--- src/rtl/a51_lfsr_reg.sv ---
// A5/1-style clock-controlled LFSR register with its own serial load sequencer.
// One instance per cipher register; stepping in RUN comes from shared majority logic.
module a51_lfsr_reg #(
    parameter int             LEN       = 22,
    parameter logic [LEN-1:0] TAP_MASK  = 22'h300000,
    parameter int             CLK_BIT   = 10,
    parameter int             LOAD_BITS = 86,
    parameter int             CNT_W     = 7
) (
    input  logic           clk,
    input  logic           reset,
    input  logic           start,
    input  logic           shift_bit,
    input  logic           step,
    input  logic           par_load,
    input  logic [LEN-1:0] par_data,
    output logic           busy,
    output logic           load_done,
    output logic           run,
    output logic           out_bit,
    output logic           clk_bit
);

    typedef enum logic [1:0] {
        IDLE = 2'b00,
        LOAD = 2'b01,
        RUN  = 2'b10
    } state_t;

    state_t           state_q, state_d;
    logic [LEN-1:0]   reg_q, reg_d;
    logic [CNT_W-1:0] cnt_q, cnt_d;
    logic             load_done_q, load_done_d;

    // True left shift: bit LEN-1 drops out, feedback XOR serial input enters at bit 0.
    function automatic logic [LEN-1:0] lfsr_shift(input logic [LEN-1:0] r, input logic in_bit);
        lfsr_shift = {r[LEN-2:0], (^(r & TAP_MASK)) ^ in_bit};
    endfunction

    always_comb begin
        state_d     = state_q;
        reg_d       = reg_q;
        cnt_d       = cnt_q;
        load_done_d = 1'b0;
        unique case (state_q)
            IDLE: begin
                if (start) begin
                    reg_d   = '0;
                    cnt_d   = '0;
                    state_d = LOAD;
                end else if (par_load) begin
                    reg_d   = par_data;
                    state_d = RUN;
                end
            end
            LOAD: begin
                if (start) begin
                    reg_d = '0;
                    cnt_d = '0;
                end else begin
                    reg_d = lfsr_shift(reg_q, shift_bit);
                    if (cnt_q == CNT_W'(LOAD_BITS - 1)) begin
                        cnt_d       = '0;
                        state_d     = RUN;
                        load_done_d = 1'b1;
                    end else begin
                        cnt_d = cnt_q + 1'b1;
                    end
                end
            end
            RUN: begin
                if (start) begin
                    reg_d   = '0;
                    cnt_d   = '0;
                    state_d = LOAD;
                end else if (par_load) begin
                    reg_d = par_data;
                end else if (step) begin
                    reg_d = lfsr_shift(reg_q, 1'b0);
                end
            end
            default: begin
                state_d = IDLE;
                cnt_d   = '0;
            end
        endcase
    end

    always_ff @(posedge clk) begin
        if (!reset) begin
            state_q     <= IDLE;
            reg_q       <= '0;
            cnt_q       <= '0;
            load_done_q <= 1'b0;
        end else begin
            state_q     <= state_d;
            reg_q       <= reg_d;
            cnt_q       <= cnt_d;
            load_done_q <= load_done_d;
        end
    end

    assign busy      = (state_q == LOAD);
    assign run       = (state_q == RUN);
    assign load_done = load_done_q;
    assign out_bit   = reg_q[LEN-1];
    assign clk_bit   = reg_q[CLK_BIT];

endmodule
--- config.mk ---
export PLATFORM = sky130hd
export DESIGN_NAME = a51_lfsr_reg
export DESIGN_NICKNAME = d
export VERILOG_FILES = /design/src/rtl/a51_lfsr_reg.sv
export SDC_FILE = /design/constraint.sdc
export NUM_CORES = 1
export LEC_CHECK = 0
export ABC_AREA = 1
export CAP_MARGIN = 20
export CORE_MARGIN = 3
export CORE_UTILIZATION = 45
export CTS_CLUSTER_SIZE = 8
export DETAILED_ROUTE_END_ITERATION = 16
export HOLD_SLACK_MARGIN = 0.08
export PLACE_DENSITY_LB_ADDON = 0.2
export SLEW_MARGIN = 0
export SYNTH_ARGS = -nofsm -noshare
export SYNTH_HDL_FRONTEND = slang
export SYNTH_SLANG_ARGS = --single-unit
--- constraint.sdc ---
create_clock -name clk -period 5.2 [get_ports clk]
set_input_delay 0.52 -clock clk [delete_from_list [all_inputs] [get_ports clk]]
set_output_delay 0.52 -clock clk [all_outputs]
set_load 0.1 [all_outputs]
# After elaboration in Yosys (flattened, before gate mapping)
# Index checks and enable logic that the tools add are counted.
# word_totals
reg_bits	32
word_cells	42
# op_classes
n_addsub	1
eq_ne	9
n_mux	18
bitwise_logic	3
reduce_logical	7
# ops
operator	count
$mux 22	6
$pmux 22 s3	1
$reduce_xor 22->1	1
$mux 7	3
$pmux 7 s2	1
$mux 2	5
$add 7x1->7 const B	1
$eq 7x7->1 const B	1
$pmux 2 s3	1
$ne 2x1->1 const B	2
$ne 2x2->1 const B	2
$ne 4x4->1 const B	1
$reduce_and 4->1	1
$ne 3x3->1 const B	1
$reduce_and 3->1	1
$reduce_bool 3->1	1
$reduce_or 3->1	1
$eq 2x1->1 const B	1
$eq 2x2->1 const B	1
$logic_not 2->1	1
$not 1->1	2
$reduce_or 2->1	1
$mux 1	1
$xor 1x1->1	1

# Depth between registers and ports, before layout
# logic_depth
depth_word	5
depth_mapped	11
ltp_nobuf	10

# Worst setup path after synthesis
# OpenSTA, ideal clock, no wires.
# synth_timing
kind	reg-to-reg
start	register state_q[1]
end	register reg_q[11]
setup_ns	0.056
arrival_time_ns	2.210
required_time_ns	5.144
slack_ns	2.934
stages_incl_launch_ff	12
n_path_buf	1
path_cell_list	dfxtp_1 inv_1 ha_1 inv_1 nor2_1 buf_4 nand2_1 o21ai_0 nand2_1 nand2_1 nand2_1 inv_1
# synth_between
elab_chain_len	3
elab_cells_between_ends	8
classes_between	eq/ne (4); mux (1); reduce/logical (3)
# synth_rtl
element	line_no	text
from (decl)	30	state_t state_q, state_d;
from (signal assigned)	96	state_q <= state_d;
$eq 2x1->1 *	--	
via busy	17	output logic busy,
$reduce_bool 3->1 (no source line)	--	
$reduce_and 3->1 (no source line)	--	
to (signal assigned)	97	reg_q <= reg_d;
to (decl)	31	logic [LEN-1:0] reg_q, reg_d;
# The timed path passes the listed nets; every way through them passes the cells marked *.
# A chain may end at the register's enable or synchronous reset.

# Worst setup path in the final report
# layout_timing
start	input port par_load
end	register reg_q[10]
# layout_between
elab_chain_len	3
elab_cells_between_ends	6
classes_between	eq/ne (2); mux (3); reduce/logical (1)
# layout_rtl
element	line_no	text
from (decl)	15	input logic par_load,
$mux 22	76	end else if (par_load) begin
$mux 22	72	if (start) begin
$pmux 22 s3	45	unique case (state_q)
# Several ways; a longest one is shown, not always the timed one.

==> out/results.txt <==
Max cap viols = 0
Fin. max-slew vios = 0
Post-Syn Area per Cell = 5.52 um^2
Final worst slack = 1.87 ns
Run status = finished, final reports clean
Rel. slew slack = 34.9%
Antenna diodes = 0
Worst path slowest cell = clkdlybuf4s50_1
Syn nets = 457
VDD IR max = 0.230 mV
# port buffers = 32
R2r setup slk = 2.71 ns
Htree depth = 2
Starting Density = 47.8%
Mapped cell area = 2330 um^2
All-Layer GR Usage = 19.4%
Main synth FF type = dfxtp_1
Kind of critical path = in2reg
Synth cell types = 26
Crit path launch = par_load
Total clock sinks = 32
Ys async rst share = 0%
Die Ht = 78.0 um
Via-to-Cell Ratio = 4.81
Core area = 4880 um^2
Clock Pin Slew Worst Setup and Hold Paths = 0.07 ns
Post-DP HPWL = 3710 um
Sequential-to-total area share from yosys stat = 27.4%
TritonCTS Buffers = 5
Max incr delay on CP = 0.94 ns
F_max = 300 MHz
Crit. path cell count = 8
Final Skew = 0.00648 ns
Fin crit period = 3.33 ns
Routed len/inst = 11.1 um
Reg2Reg Depth = 11
Ratio of cells with drive above 1 in the final layout = 3.60%
Vias in the first global route = 2217
Dpl ws = 1.55 ns
Fillers = 500
Worst EP arrival = 3.52 ns
Fin area = 2760 um^2
1st-iter DRT viols = 192
EDFF count, synth = 0
Critical-path cell list = clkdlybuf4s50_1 > inv_1 > nand3_1 > nand3_2 > nor2_1 > nand2_1 > nand2_1 > inv_1
Finish-stage setup viols = 0
Post-DRT Antenna Nets = 0
Top cell type's share of synthesized area = 27.4%
Via count = 2460
Worst-Skew Late Latency = 0.28 ns
Initial antenna violation count = 0
Unrepaired setup endpoints after global routing = no
First-pass GRT wire length = 9770 um
Most frequent cell after synthesis = nand2_1
Top cells by area, synth = dfxtp_1, nand2_1, nor2_1
Hold buffer count at cts = 0
Post-route DRC = 0
GPL Wtd Cong = 0.777
# IOs = 33
Fin. Hold Viols = 0
Yosys warning count = 0
Largest net degree at the start of global routing = 45
CTS tree = yes
Reg2reg end = reg_q[10]
CTS Buffer Depth = 2
Number of nets in the finished design = 478
# rows = 25
Full die area = 6090 um^2
Worst-margin pin slew = 0.974 ns
Area Growth Syn to Fin = 18.4%
Pwr Density = 413 nW/um^2
Pleak = 1.31 nW
Flops & latches, synth = 32
Crit path launch type = primary input
Post-CTS Setup Bufs = 0
Area of the multi-input gates = 1390 um^2
Synth cell count leaders = nand2_1, nor2_1, inv_1, o21ai_0, dfxtp_1
Hold WC Path Type = reg2reg
Setup_tns = 0 ns
Total power = 0.00114 W
DRT Pass-1 Iters = 4
Critical Path RT = 5.39 ns
Post-Synthesis Cells = 423
R2r startpoint = state_q[0]
CP bufs+invs = 3
Crit-path leading delay family = buffers and inverters
DP Area = 2670 um^2
CP endpoint = reg_q[10]
Die width = 78.0 um
Utilization after layout = 56.6%
Crit. End Element = register
CTS-repair resized insts = 0
Period utilization = 64.1%
Critical path fanouts, max = 44
Area taken by flip-flops and latches = 641 um^2
Post-synth top area cell = dfxtp_1
Clk Tree Root Cell = clkbuf_8
Total gr overflow = 0
Final WL = 5670 um
registers in the layout (all words and copies together), names as in the netlist:
register and count:
state_q 2, load_done 1, reg_q 22, cnt_q 7
worst register-to-register path: cells and delay by family (launching register included):
kind	cells	cell delay [ns]
adder cells (fa/ha/maj)	1	0.24
buffers and inverters	4	0.41
flip-flops	1	0.46
AND/OR/NAND/NOR	6	1.30
layer usage:
| layer | GRT usage, % | share of wire [%] |
|---|---|---|
| met5 | 0 | 0 |
| met4 | 6.82 | 0.92 |
| met3 | 2.98 | 4.5 |
| met2 | 33.9 | 49 |
| met1 | 24.1 | 46 |
worst min path at each step:
stage	startpoint	end	slack, ns	cells after the start
2_1_floorplan	cnt_q[6]	cnt_q[6]	0.45	2
5_1_grt	cnt_q[6]	cnt_q[6]	0.49	2
4_1_cts	cnt_q[6]	cnt_q[6]	0.48	2
3_3_place_gp	cnt_q[6]	cnt_q[6]	0.47	2
6_report	cnt_q[6]	cnt_q[6]	0.48	2
3_5_place_dp	cnt_q[6]	cnt_q[6]	0.47	2
logic make-up (layout without fill, tap and decap cells):
| logic type | count (synthesis) | count (layout) | synth area share, % |
|---|---|---|---|
| adder cells (fa/ha/maj) | 6 | 6 | 3.22 |
| XOR/XNOR | 2 | 2 | 0.750 |
| AO/OA/AOI/OAI | 76 | 76 | 16.6 |
| flip-flops | 32 | 32 | 27.4 |
| buffers and inverters | 78 | 99 | 13.2 |
| AND/OR/NAND/NOR | 229 | 229 | 38.9 |
stage by stage:
step	hold slack, ns	std cells
after floorplan	0.452	423
final	0.484	511
after CTS	0.483	511
after detailed placement	0.473	504
after global placement	0.468	504
after global routing	0.495	511
final cells by class:
class	instances	area share, %
multi-input cells	313	50.2
flip-flops and latches	32	23.2
repair buffers	35	12.4
inverters	57	7.74
clock buffers	7	3.49
well taps	67	3.03
cell usage in the layout (no fill, tap or decap), types with 2 or more instances in the layout:
cell	Yosys	routed
a21oi_1	29	29
buf_4	2	3
clkbuf_8	0	7
clkdlybuf4s50_1	0	32
dfxtp_1	32	32
ha_1	6	6
inv_1	55	55
inv_2	2	2
nand2_1	132	132
nand3_1	9	9
nand3b_1	2	2
nor2_1	78	78
nor3_1	2	2
nor3_2	2	2
o21ai_0	33	33
o21ai_1	11	11
power by group:
part	leakage [nW]	switching (W)	internal [W]
combinational	0.997	0.000388	0.000176
sequential	0.262	0.0000544	0.000312
clock	0.0503	0.0000922	0.000118
total	1.31	0.000535	0.000606
(Power assumes the default switching activity.)
